### config.mk
export PLATFORM = sky130hd
export DESIGN_NAME = uart_tx_block
export DESIGN_NICKNAME = d
export VERILOG_FILES = /design/src/rtl/uart_tx_block.sv
export SDC_FILE = /design/constraint.sdc
export NUM_CORES = 1
export LEC_CHECK = 0
export ABC_CLOCK_PERIOD_IN_PS = 1900
export BUFFER_PORTS_ARGS = -buffer_cell sky130_fd_sc_hd__buf_2
export CORE_MARGIN = 4
export CORE_UTILIZATION = 51
export DETAILED_ROUTE_END_ITERATION = 8
export GPL_TIMING_DRIVEN = 1
export PLACE_DENSITY = 0.78
export SLEW_MARGIN = 25
export SYNTH_ARGS = -nofsm -noshare
export SYNTH_HDL_FRONTEND = slang
export SYNTH_SLANG_ARGS = --single-unit
### constraint.sdc
create_clock -name clk -period 1.9 [get_ports clk]
set_clock_uncertainty 0.05 [all_clocks]
set_input_delay 0.095 -clock clk [delete_from_list [all_inputs] [get_ports clk]]
set_output_delay 0.095 -clock clk [all_outputs]
set_load 0.01 [all_outputs]
### src/rtl/uart_tx_block.sv
// uart_tx_block: UART transmitter.
// Each frame is a start bit, N data bits sent LSB first, an optional even-parity
// bit and NUM_STOP stop bits, and every serial bit lasts BP = max(bit_period,1)
// clock cycles. tx_data, data_size and bit_period are captured when a request
// is accepted, so the frame in flight ignores any later change to them.
// A request made in the tx_done cycle starts the next frame with no idle gap.
// Optional feature macro: UART_TX_PARITY_EN adds a PARITY state after DATA.
module uart_tx_block #(
    parameter int NUM_STOP = 1
) (
    input  logic        clk,
    input  logic        n_rst,
    input  logic [7:0]  tx_data,
    input  logic [3:0]  data_size,
    input  logic [13:0] bit_period,
    input  logic        tx_start,
    output logic        serial_out,
    output logic        tx_busy,
    output logic        tx_done,
    output logic        tx_overrun
);

    typedef enum logic [2:0] {
        IDLE,
        START,
        DATA,
`ifdef UART_TX_PARITY_EN
        PARITY,
`endif
        STOP
    } state_t;

    state_t      state, nxt;
    logic [13:0] cnt;       // 1..BP within the current serial bit
    logic [13:0] bp_q;      // latched BP, never 0
    logic [3:0]  n_q;       // latched effective data size
    logic [2:0]  bidx;      // data bit index 0..N-1
    logic        sidx;      // stop bit index 0..NUM_STOP-1
    logic [7:0]  sh;        // data shift register, LSB on the line
    logic        ovr_q;
    logic        ser;
    logic        done;
    logic        accept;
    logic        bit_end;
    logic        last_bit;
    logic        stop_end;
    logic [3:0]  n_eff;
`ifdef UART_TX_PARITY_EN
    logic        par_q;
    logic [7:0]  mask;
`endif

    // Decode the requested data size; anything outside 5/7/8 sends 8 bits.
    always_comb begin
        n_eff = 4'd8;
`ifdef UART_TX_PARITY_EN
        mask  = 8'hFF;
`endif
        case (data_size)
            4'd5: begin
                n_eff = 4'd5;
`ifdef UART_TX_PARITY_EN
                mask  = 8'h1F;
`endif
            end
            4'd7: begin
                n_eff = 4'd7;
`ifdef UART_TX_PARITY_EN
                mask  = 8'h7F;
`endif
            end
            default: ;
        endcase
    end

    assign bit_end  = (cnt == bp_q);
    assign last_bit = (bidx == 3'(n_q - 4'd1));
    assign stop_end = bit_end && (sidx == 1'(NUM_STOP - 1));
    // A request in the tx_done cycle is accepted, never rejected.
    assign accept   = tx_start && ((state == IDLE) || done);

    // State register; reset abandons any frame in flight.
    always_ff @(posedge clk or negedge n_rst) begin
        if (!n_rst) state <= IDLE;
        else        state <= nxt;
    end

    // Next state plus the line level and done strobe of the current state.
    always_comb begin
        nxt  = state;
        ser  = 1'b1;
        done = 1'b0;
        case (state)
            IDLE: begin
                if (accept) nxt = START;
            end
            START: begin
                ser = 1'b0;
                if (bit_end) nxt = DATA;
            end
            DATA: begin
                ser = sh[0];
`ifdef UART_TX_PARITY_EN
                if (bit_end && last_bit) nxt = PARITY;
`else
                if (bit_end && last_bit) nxt = STOP;
`endif
            end
`ifdef UART_TX_PARITY_EN
            PARITY: begin
                ser = par_q;
                if (bit_end) nxt = STOP;
            end
`endif
            STOP: begin
                if (stop_end) begin
                    done = 1'b1;
                    nxt  = tx_start ? START : IDLE;
                end
            end
            default: nxt = IDLE;
        endcase
    end

    // Frame datapath: capture on acceptance, then step bit timing and shifting.
    always_ff @(posedge clk or negedge n_rst) begin
        if (!n_rst) begin
            cnt   <= '0;
            bp_q  <= '0;
            n_q   <= '0;
            bidx  <= '0;
            sidx  <= 1'b0;
            sh    <= '0;
            ovr_q <= 1'b0;
`ifdef UART_TX_PARITY_EN
            par_q <= 1'b0;
`endif
        end else begin
            ovr_q <= tx_start && (state != IDLE) && !done;
            if (accept) begin
                cnt  <= 14'd1;
                bp_q <= (bit_period == 14'd0) ? 14'd1 : bit_period;
                n_q  <= n_eff;
                bidx <= '0;
                sidx <= 1'b0;
                sh   <= tx_data;
`ifdef UART_TX_PARITY_EN
                par_q <= ^(tx_data & mask);
`endif
            end else if (state == IDLE) begin
                cnt <= '0;
            end else if (bit_end) begin
                cnt <= 14'd1;
                if (state == DATA) begin
                    sh   <= sh >> 1;
                    bidx <= bidx + 3'd1;
                end
                if (state == STOP) sidx <= sidx + 1'b1;
            end else begin
                cnt <= cnt + 14'd1;
            end
        end
    end

    assign serial_out = ser;
    assign tx_busy    = (state != IDLE);
    assign tx_done    = done;
    assign tx_overrun = ovr_q;

endmodule

Word-level counts from Yosys, hierarchy flattened
Index checks and enable logic that the tools add are counted.
- equal/unequal tests: 11
- reductions and logical operators: 16
- add/sub/neg operators: 4
- multiplexer cells: 26
- bitwise gates (word level): 1
- operator list (operator ; count):
    2-to-1 mux 14 bit ; 4
    2-to-1 mux 8 bit ; 4
    2-to-1 mux 3 bit ; 8
    adder 14 x 1 -> 14 bit, second input constant ; 1
    equality test 14 bit ; 1
    logical NOT 14 bit ; 1
    case mux 3 bit (4 select lines) ; 1
    equality test 4 x 3 -> 1 bit, second input constant ; 2
    inequality test 2 bit, second input constant ; 4
    2-to-1 mux 1 bit ; 7
    equality test 3 x 2 -> 1 bit, second input constant ; 2
    case mux 3 bit (2 select lines) ; 1
    AND reduction 3 bit ; 2
    nonzero test 2 bit ; 3
    logical AND 1 bit ; 5
    AND reduction 4 bit ; 1
    adder 3 x 1 -> 3 bit, second input constant ; 1
    equality test 3 x 1 -> 1 bit, second input constant ; 1
    equality test 3 bit ; 1
    logical NOT 3 bit ; 1
    nonzero test 3 bit ; 1
    subtractor 3 x 1 -> 3 bit, second input constant ; 1
    case mux 1 bit (2 select lines) ; 1
    adder 1 bit, second input constant ; 1
    other kinds (3) ; 3
- word-level logic and storage cells: 66
- input bits: 29
- register bits after elaboration: 47

Depth between registers and ports, before layout
Gate-level depths: netlist (run 1).
- depth after elaboration: 8
- depth in mapped cells: 7
- gate-level depth less buffers: 7

Worst setup path after synthesis (run 1)
Ideal clock, no wire load.
- path type: register to register
- start: reg state[0]
- end: reg bp_q[13]
- library setup time: 125 ps
- arrival: 1849 ps
- stages on the path, launching flop included: 7
- period minus slack after synthesis: 2024 ps
- slack: -124 ps
- cell sequence: dfrtp_1 ha_1 and3b_1 and3_1 a41oi_2 buf_4 mux2_2
- word-level cells in the longest chain between the ends: 4
- elaborated cells between the ends (all ways): 5
- classes of those cells: eq/ne (1); mux (1); reduce/logical (3)
- ends and longest elaborated chain (what ; line ; RTL):
    start: declaration ; 33 ; state_t state, nxt;
    start signal: assignment ; 85 ; else state <= nxt;
    equality test 3 x 2 -> 1 bit ; 93 ; case (state)
    2-to-1 mux 1 bit ; 93 ;
    logical OR 1 bit (*) ; 80 ; assign accept = tx_start && ((state == IDLE) || done);
    logical AND 1 bit (*) ; 80 ;
    end signal: assignment ; 142 ; bp_q <= (bit_period == 14'd0) ? 14'd1 : bit_period;
    end: declaration ; 35 ; logic [13:0] bp_q;
Every way passes the cells marked *; elsewhere a longest branch is shown, timed or not.
A chain may end at the register's enable or synchronous reset.

Final worst setup path (run 1)
- start: reg bp_q[9]
- end: reg sh[7]
- word-level cells in the longest chain between the ends: 8
- elaborated cells between the ends (all ways): 11
- classes of those cells: eq/ne (2); mux (3); reduce/logical (6)
- ends and longest elaborated chain (what ; line ; RTL):
    equality test 14 bit (*) ; 76 ; assign bit_end = (cnt == bp_q);
    logical AND 1 bit ; 78 ; assign stop_end = bit_end && (sidx == 1'(NUM_STOP - 1));
    2-to-1 mux 1 bit ; 116 ; if (stop_end) begin
    2-to-1 mux 1 bit ; 93 ;
    logical OR 1 bit ; 80 ;
    logical AND 1 bit ; 80 ;
    inequality test 2 bit (no line) or nonzero test 2 bit (tied branches) ; n/a ;
    AND reduction 3 bit (no line) ; n/a ;
    end signal: assignment ; 146 ; sh <= tx_data;
    end signal: assignment ; 155 ; sh <= sh >> 1;
    end: declaration ; 39 ; logic [7:0] sh;
Marks and branches as above.

==> metrics, run 1 <==
Post-synth EDFFs=0; Slowest cell on crit path=dfrtp_1; Vias/cell=about 6; normalized max-slew margin=between 40% and 50%; Antenna Nets Post-Route=0; RD Place Congestion=between 0.7 and 0.8; clk_lat worst skew=just over 300 ps; largest net degree at the start of global routing=36; #FFs+latches synth=between 40 and 50; Min-Delay Path Class=primary input to flop; Power Dens Cells=~1400 mW/mm^2; Max Root-Sink Buffers=2; ys async rst share=100.0%; placed insts=roughly 320; final setup violation count=34; synth warn=0; Layout Cells excl Fill=~350; vias in the first global route=around 2000; die width=roughly 76 um; CTS root buffer=clkbuf_8; Avg Inst Size Synth=between 10 and 15 um^2; post-DP HPWL=approximately 3.7 mm; Worst setup SP type=flop; critical-path cell list=xor2_2, nor4_4, buf_4, nand4_4, o21bai_4, a21boi_4, o22ai_1; kind of critical path=flop to flop; min Tclk post-route=between 2000 and 2500 ps; Post-Route WL=just over 7 mm; grt ovf=0; Commonest cells post-synth=45 x dfrtp_1, 21 x xor2_1, 16 x nor2_1; Die Area=roughly 0.0057 mm^2; first-pass GRT wire length=between 8 and 9 mm; die height=between 70 and 80 um; IO Port Bufs=32; # H-tree levels=2; highest metal used=met4; Worst path top cell family by delay=compound AO/OA/AOI/OAI gates; share of cells above drive strength 1=~45%; crit-path max FO=5; Max Cap Viol=0; cell taking the most area after synthesis=dfrtp_1; Final Net Count=330; post-synthesis cell area=0.002338 mm^2; CTS tree=yes; drt wl/cell=about 21 um; Worst path max stage delay=440 ps; Layout area overhead=43.66%; post-synth cell types=40; Crit. End Element=flop; most common cell in the netlist=dfrtp_1; DR WL met3=roughly 350 um; Yosys top cell area share=between 40% and 50%; Cells after Synth=207; RSZ-0062 raised after global routing=true; worst vdd ir=0.0007966 V; io pins=33; M1 wire length=2.862 mm; Area contributors post-synth=dfrtp_1 48%, xor2_1 7.9%, mux2_2 6.7%; Least-Margin Pin Slew=810.0 ps; Fillers=around 260; final setup margin=-220.9 ps; crit share post-route=111.6%; Antenna Cells=0; violated checks=negative setup slack; status=finished, violations left; final hold vios=0; CTS Sinks=45; Buffers & Inverters on Critical Path=1; DR vias=2038; num rows=24; worst path required time=2020 ps; Core Footprint=between 0.004 and 0.005 mm^2; WL met2=between 3 and 4 mm; antenna violations before repair=0; Syn Nets=around 240; CTS Buf Count=5; all-layer global routing usage=a little over a fifth; drc violations=0; critical path arrival=~2200 ps; leakage=between 0.0015 and 0.002 uW; fmax=roughly 470 MHz; Initial DRC Count=114; Main synth FF type=dfrtp_1; Power Total=between 4000 and 5000 uW; Reg clk slew, reported paths=around 80 ps; post-synthesis sequential area ratio=48.15%; Slew Limit Fails=0; Initial Util=~53%; TritonRoute pass-1 iters=5
## metrics by stage
stage	hold slack, ps	util [%]	setup TNS (ps)	instance area [um^2]	setup WS (ps)
final	2.797	76.63	-3904	3359	-220.9
after global routing	7.318	76.63	-4666	3359	-228.3
after CTS	1.161	69.55	-1278	3049	-105.5
after detailed placement	170.2	63.64	-1112	2790	-93.97
after global placement	159.0	63.64	-878.0	2790	-62.53
after floorplan	-250.6	-	-92.44	2365	-9.244
## sequential cells by signal, summed over array words and instances, names as in the netlist
name / flops
tx_overrun: 1
n_q: 2
sh: 8
bp_q: 14
bidx: 3
state: 2
cnt: 14
sidx: 1
## logic make-up after synthesis
logic type      count (synthesis)  share of synthesized area [%]
fa+ha+maj                       7                          3.745
buf+inv                        17                          3.371
mux                            17                          8.026
flops                          45                          48.15
compound gates                 31                          10.76
simple gates                   61                          15.09
xor+xnor                       29                          10.86
## report_power, final
part / switching [uW] / internal (uW) / leakage (uW) / total, uW
clock: 334 / 329 / 0.0000542 / 663
combinational: 1190 / 1290 / 0.00102 / 2480
sequential: 327 / 1310 / 0.000552 / 1630
## area by class of cell
cell class	count	area, um^2	share of cell area [%]
Clock buffer	7	96.34	2.868
Clock inverter	1	5.005	0.1490
Inverter	11	41.29	1.229
Multi-Input combinational cell	146	1364	40.60
Sequential cell	45	1126	33.52
Tap cell	52	65.06	1.937
Timing Repair Buffer	85	661.9	19.70
## layer usage
layer / vias to the layer above / track usage, %
met5: - / 0
li1: 907 / -
met2: 75 / 35.00
met4: 0 / 8.932
met1: 1038 / 27.32
met3: 18 / 4.485
## cells in the final DEF, fill, tap and decap left out, types with 3 or more instances in the layout
| master | netlist | final |
|---|---|---|
| a2bb2oi_2 | 0 | 5 |
| and2_1 | 3 | 3 |
| and3_1 | 6 | 5 |
| buf_2 | 0 | 32 |
| buf_4 | 4 | 33 |
| buf_6 | 0 | 3 |
| clkbuf_8 | 0 | 7 |
| dfrtp_1 | 45 | 45 |
| dlygate4sd3_1 | 0 | 12 |
| ha_1 | 7 | 6 |
| inv_1 | 11 | 11 |
| mux2_2 | 14 | 10 |
| mux2_4 | 0 | 4 |
| mux2i_1 | 3 | 3 |
| nand2_1 | 13 | 10 |
| nand3_1 | 7 | 7 |
| nand4_1 | 3 | 3 |
| nor2_1 | 16 | 15 |
| o22ai_1 | 9 | 4 |
| o22ai_2 | 0 | 5 |
| xnor2_1 | 8 | 6 |
| xor2_1 | 21 | 18 |
| xor2_2 | 0 | 3 |
## what timing repair did
item,CTS,global route
cloned,1,2
gates resized for setup,8,36
endpoints found under the hold margin,43,1
hold buffers,11,1
pin swaps,3,14
setup endpoints to repair,26,38
buffers inserted,0,8
## final timing paths
path                                start  endpoint  slack (ps)  depth (start not counted)
max                               bp_q[9]     sh[7]        -220                          7
min                        bit_period[12]  bp_q[12]           3                          2
max reg2reg                       bp_q[9]     sh[7]        -220                          7
min reg2reg                      bp_q[12]  bp_q[12]         490                          1
max in group asynchronous           n_rst   bp_q[5]         790                          3
min in group asynchronous           n_rst     sh[6]         380                          2
(Power assumes the default switching activity.)
==> inputs of run 2 (changes only) <==
--- a/config.mk
+++ b/config.mk
@@ -7,6 +7,7 @@
 export LEC_CHECK = 0
 export ABC_CLOCK_PERIOD_IN_PS = 1900
 export BUFFER_PORTS_ARGS = -buffer_cell sky130_fd_sc_hd__buf_2
+export CORE_ASPECT_RATIO = 0.9
 export CORE_MARGIN = 4
 export CORE_UTILIZATION = 51
 export DETAILED_ROUTE_END_ITERATION = 8
==> metrics, run 2 (same netlist as run 1, synthesis figures left out) <==
status=finished, violations left; violated checks=negative hold slack, negative setup slack; kind of critical path=flop to flop; critical-path cell list=xor2_2, nor4_4, buf_4, a41oi_4, buf_12, a21boi_4, buf_12, a2bb2oi_1; Min-Delay Path Class=primary input to flop; Initial Util=52.77% (-0.57 points); antenna violations before repair=0 (unchanged); Slowest cell on crit path=dfrtp_1; crit share post-route=111.3% (-0.30 points); Max Cap Viol=0 (unchanged); Worst path top cell family by delay=buffers and inverters; vias in the first global route=2027 (+3.5%); Core Footprint=0.004432 mm^2 (+1.1%); post-DP HPWL=3.874 mm (+4.4%); final setup margin=-215.2 ps (+5.784 ps); RD Place Congestion=0.8349 (+4.8%); Least-Margin Pin Slew=571.4 ps (-238.6 ps); IO Port Bufs=32 (unchanged); drc violations=0 (unchanged); Die Area=0.005734 mm^2 (about the same); highest-count cells in the layout ignoring fill and taps=45 x dfrtp_1, 33 x buf_4, 31 x buf_2; DR vias=2017 (-1.0%); min Tclk post-route=2115 ps (-5.784 ps); final hold vios=2 (+2); final setup violation count=42 (+24%); all-layer global routing usage=23.50% (+2.2 points); io pins=33 (unchanged); drt wl/cell=20.03 um (-3.7%); clk_lat worst skew=320 ps (about the same); Power Total=5037 uW (+5.5%); CTS Buf Count=5 (unchanged); worst path required time=2090 ps (+70 ps); die width=79.38 um (+4.8%); grt ovf=0 (unchanged); Buffers & Inverters on Critical Path=3 (+2); num rows=23 (-4.2%); TritonRoute pass-1 iters=4 (-1); crit-path max FO=10 (+5); commonest non-fill, non-tap cell in the layout=dfrtp_1; Worst path max stage delay=440 ps (about the same); # H-tree levels=2 (unchanged); Fillers=262 (+1.6%); Worst setup SP type=flop; Hold Slack=-12.43 ps (-15.22 ps); Power Dens Cells=1445 mW/mm^2 (+1.7%); share of cells above drive strength 1=49.16% (+4.4 points); RSZ-0062 raised after global routing=true; Slew Limit Fails=0 (unchanged); fmax=472.8 MHz (+0.27%); Layout Utilization=78.63% (+2.0 points); Antenna Nets Post-Route=0 (unchanged); top flop regs=bp_q: 14 flops, cnt: 14 flops, sh: 8 flops; largest net degree at the start of global routing=46 (+28%); Max Root-Sink Buffers=2 (unchanged); worst vdd ir=0.0009467 V (+19%); Antenna Cells=0 (unchanged); CTS root buffer=clkbuf_8; Reg clk slew, reported paths=100 ps (+20 ps); first-pass GRT wire length=10.01 mm (+12%); Final Net Count=332 (+0.61%); die height=72.24 um (-4.6%); CTS Sinks=45 (unchanged); CTS tree=yes; pre-CTS WS=-158.3 ps (-64.31 ps); most frequent CP cell=buf_12; normalized max-slew margin=61.90% (+16 points); Post-Route WL=7.191 mm (-0.42%); Vias/cell=5.618 (-4.3%); leakage=0.001617 uW (-0.31%); Crit. End Element=flop; Initial DRC Count=166 (+46%); critical path arrival=2310 ps (+70 ps); Layout area overhead=49.01%
==> run 2: cell types whose count changed in the layout (fill, tap and decap cells not counted), sizes merged <==
cell	previous run	this run
clkbuf	9	5
buf	71	74
dlygate4sd3	12	14
a21boi	3	2
bufinv	0	1
inv	11	12
==> run 2: area by class of cell <==
type	instances	area (um^2)	share of cell area, %
Sequential cell	45	1126	32.32
Multi-Input combinational cell	145	1435	41.19
Timing Repair Buffer	88	685.7	19.68
Inverter	11	41.29	1.185
Clock inverter	3	50.05	1.436
Tap cell	62	77.57	2.226
Clock buffer	5	68.82	1.975
==> run 2: routing by layer <==
metal	vias up	global-route usage (%)	wire, um
li1	906	-	-
met1	1020	29.84	2867
met2	67	38.32	3666
met3	24	4.715	366
met4	0	12.21	291
met5	-	0	0
==> run 2: stage by stage <==
stage | cells | cell area [um^2] | TNS, ps | hold slack [ps]
6_report | 359 | 3485 | -4570 | -12.43
5_1_grt | 359 | 3485 | -6180 | -18.76
4_1_cts | 355 | 3242 | -971.7 | 0.6993
3_5_place_dp | 325 | 2795 | -2293 | 161.2
3_3_place_gp | 325 | 2795 | -650.8 | 158.8
2_1_floorplan | 207 | 2365 | -92.44 | -250.6
==> run 2: worst paths after layout <==
path / slack [ps] / to / startpoint / cells past startpoint
min in group asynchronous: 330 / cnt[2] / n_rst / 3
max reg2reg: -220 / sh[0] / bp_q[3] / 8
min: -10 / bp_q[12] / bit_period[12] / 2
max in group asynchronous: 1070 / state[1] / n_rst / 3
min reg2reg: 480 / bp_q[10] / bp_q[10] / 1
max: -220 / sh[0] / bp_q[3] / 8
==> run 2: timing repair <==
action                                 CTS  global route
gates resized for setup                 26            45
hold buffers                            14             0
pin swaps                                4            11
setup endpoints to repair               26            42
endpoints found under the hold margin   58             0
buffers inserted                         8             4
==> run 2: where the power goes <==
group | internal, uW | switching, uW
clock network | 403 | 381
registers | 1310 | 326
logic | 1340 | 1280
==> inputs of run 3 (changes only) <==
--- a/config.mk
+++ b/config.mk
@@ -9,10 +9,11 @@
 export BUFFER_PORTS_ARGS = -buffer_cell sky130_fd_sc_hd__buf_2
 export CORE_ASPECT_RATIO = 0.9
 export CORE_MARGIN = 4
-export CORE_UTILIZATION = 51
+export CORE_UTILIZATION = 53
+export CTS_BUF_LIST = sky130_fd_sc_hd__clkbuf_2 sky130_fd_sc_hd__clkbuf_4 sky130_fd_sc_hd__clkbuf_8
 export DETAILED_ROUTE_END_ITERATION = 8
 export GPL_TIMING_DRIVEN = 1
-export PLACE_DENSITY = 0.78
+export PLACE_DENSITY = 0.81
 export SLEW_MARGIN = 25
 export SYNTH_ARGS = -nofsm -noshare
 export SYNTH_HDL_FRONTEND = slang
==> metrics, run 3 (same netlist as run 1, synthesis figures left out) <==
die height=71.02 um (-1.7%); final setup violation count=43 (+2.4%); fmax=484.7 MHz (+2.5%); global-route layer with the greatest usage=met2; Buffers & Inverters on Critical Path=0 (-3); highest-count cells in the layout ignoring fill and taps=45 x dfrtp_1, 32 x buf_2, 31 x buf_4; Cell Area, Placed=0.002785 mm^2 (-0.36%); Hold Slack=12.77 ps (+25.19 ps); first-pass GRT wire length=9.694 mm (-3.1%); DR vias=2000 (-0.84%); final hold vios=0 (-2); Crit. path cell count=6 (-2); final setup margin=-163.2 ps (+52.00 ps); final instance area=0.003253 mm^2 (-6.6%); Least-Margin Pin Slew=529.6 ps (-41.86 ps); grt ovf=0 (unchanged); all-layer global routing usage=22.54% (-0.97 points); share of cells above drive strength 1=40.27% (-8.9 points); worst path required time=2080 ps (about the same); Antenna Cells=0 (unchanged); io pins=33 (unchanged); Slew Limit Fails=0 (unchanged); min Tclk post-route=2063 ps (-52.00 ps); worst reg2reg setup slack=-160 ps (+50 ps); status=finished, violations left; Reg clk slew, reported paths=90 ps (about the same); Worst setup SP type=flop; Reg2Reg Launch Point=bp_q[11]; CTS root buffer=clkbuf_8; R2R depth=6 (-2); Min-Delay Path Class=primary input to flop; drc violations=0 (unchanged); largest net degree at the start of global routing=25 (-46%); RR Endpoint=sh[0]; # H-tree levels=2 (unchanged); pre-CTS WS=-122.4 ps (+35.89 ps); RSZ-0062 raised after global routing=true; Initial Util=56.26% (+3.5 points); Initial DRC Count=171 (+3.0%); top flop regs=bp_q: 14 flops, cnt: 14 flops, sh: 8 flops; num rows=22 (-4.3%); Core Footprint=0.004156 mm^2 (-6.2%); placed insts=322 (-0.92%); drt wl/cell=18.09 um (-9.7%); worst vdd ir=0.001034 V (+9.2%); Layout area overhead=39.11%; Worst path max stage delay=400 ps (-40 ps); crit share post-route=108.6% (-2.7 points); met2 Use GR=37.83% (-0.49 points); Final Net Count=328 (-1.2%); Worst Setup EP=sh[0]; post-DP HPWL=3.801 mm (-1.9%); M1 GR Usage=28.77% (-1.1 points); Power Dens Cells=1401 mW/mm^2 (-3.1%); critical path arrival=2240 ps (-70 ps); CTS tree=yes; Antenna Nets Post-Route=0 (unchanged); Critical Path Source=bp_q[11]; TritonRoute pass-1 iters=4 (unchanged); antenna violations before repair=0 (unchanged); Crit. End Element=flop; CTS Buf Count=5 (unchanged); vias in the first global route=2025 (-0.099%); Vias/cell=5.666 (+0.84%); CTS Sinks=45 (unchanged); die width=78.02 um (-1.7%); clk_lat worst skew=310 ps (about the same); violated checks=negative setup slack; critical-path cell list=xor2_1, nor4_4, nand4_2, o21bai_4, a21boi_4, a2bb2oi_1; leakage=0.001546 uW (-4.4%); crit-path max FO=5 (-5); Fillers=224 (-15%); Worst path top cell family by delay=compound AO/OA/AOI/OAI gates; Max Cap Viol=0 (unchanged); kind of critical path=flop to flop; M3 GR Usage=4.707% (-0.0073 points); Layout Utilization=78.27% (-0.36 points); IO Port Bufs=32 (unchanged); Slowest cell on crit path=nor4_4; commonest non-fill, non-tap cell in the layout=dfrtp_1; RD Place Congestion=0.8071 (-3.3%); Die Area=0.005540 mm^2 (-3.4%); normalized max-slew margin=64.69% (+2.8 points); Layout Cells excl Fill=353 (-1.7%); Max Root-Sink Buffers=2 (unchanged); Post-Route WL=6.386 mm (-11%)
run 3: how the worst min path moves through the flow:
| stage | cells after the start | slack (ps) | to | startpoint |
|---|---|---|---|---|
| 5_1_grt | 2 | 4 | bp_q[1] | bit_period[1] |
| 3_3_place_gp | 1 | 40 | cnt[2] | n_rst |
| 2_1_floorplan | 0 | -250 | bidx[0] | n_rst |
| 4_1_cts | 2 | 10 | bp_q[6] | bit_period[6] |
| 6_report | 2 | 10 | bp_q[1] | bit_period[1] |
| 3_5_place_dp | 1 | 40 | cnt[2] | n_rst |
run 3: worst reg2reg max path, stage by stage (launching register included):
cell	delay (ps)
dfrtp_1	390
xor2_1	190
nor4_4	400
nand4_2	200
o21bai_4	240
a21boi_4	310
a2bb2oi_1	200
run 3: power by group:
group          total (uW)  internal (uW)  leakage, uW  switching, uW
Sequential           1610           1310     0.000552            301
Combinational        2200           1120     0.000939           1080
Clock                 746            394    0.0000543            352
Total                4560           2820      0.00155           1730
run 3: routing by layer:
| layer | part of all wire (%) | vias up | routed length, um |
|---|---|---|---|
| met5 | 0 | - | 0 |
| met4 | 2.8 | 0 | 179 |
| met3 | 6.3 | 20 | 404 |
| met2 | 51 | 87 | 3252 |
| met1 | 40 | 993 | 2550 |
| li1 | - | 900 | - |
run 3: what timing repair did:
action,4_1_cts,5_1_grt
gates cloned,1,0
endpoints found under the hold margin,36,0
resized for setup,7,15
hold buffers,15,0
pin swaps,4,4
endpoints found under the setup margin,26,43
setup buffers,4,3
run 3: area by class of cell:
type	count	area [um^2]	share of cell area [%]
sequential	45	1126	34.62
inverter	11	41.29	1.269
tap	60	75.07	2.308
clock inverter	3	46.29	1.423
clock buffer	5	68.82	2.115
multi-input combinational	146	1279	39.31
timing repair buffer	83	616.8	18.96
run 3: per-stage QoR:
step | setup TNS (ps) | power, uW
2_1_floorplan | -92.44 | 2759
3_3_place_gp | -383.8 | 3279
3_5_place_dp | -1529 | 3358
4_1_cts | -1869 | 4229
5_1_grt | -6837 | 4789
6_report | -3775 | 4556
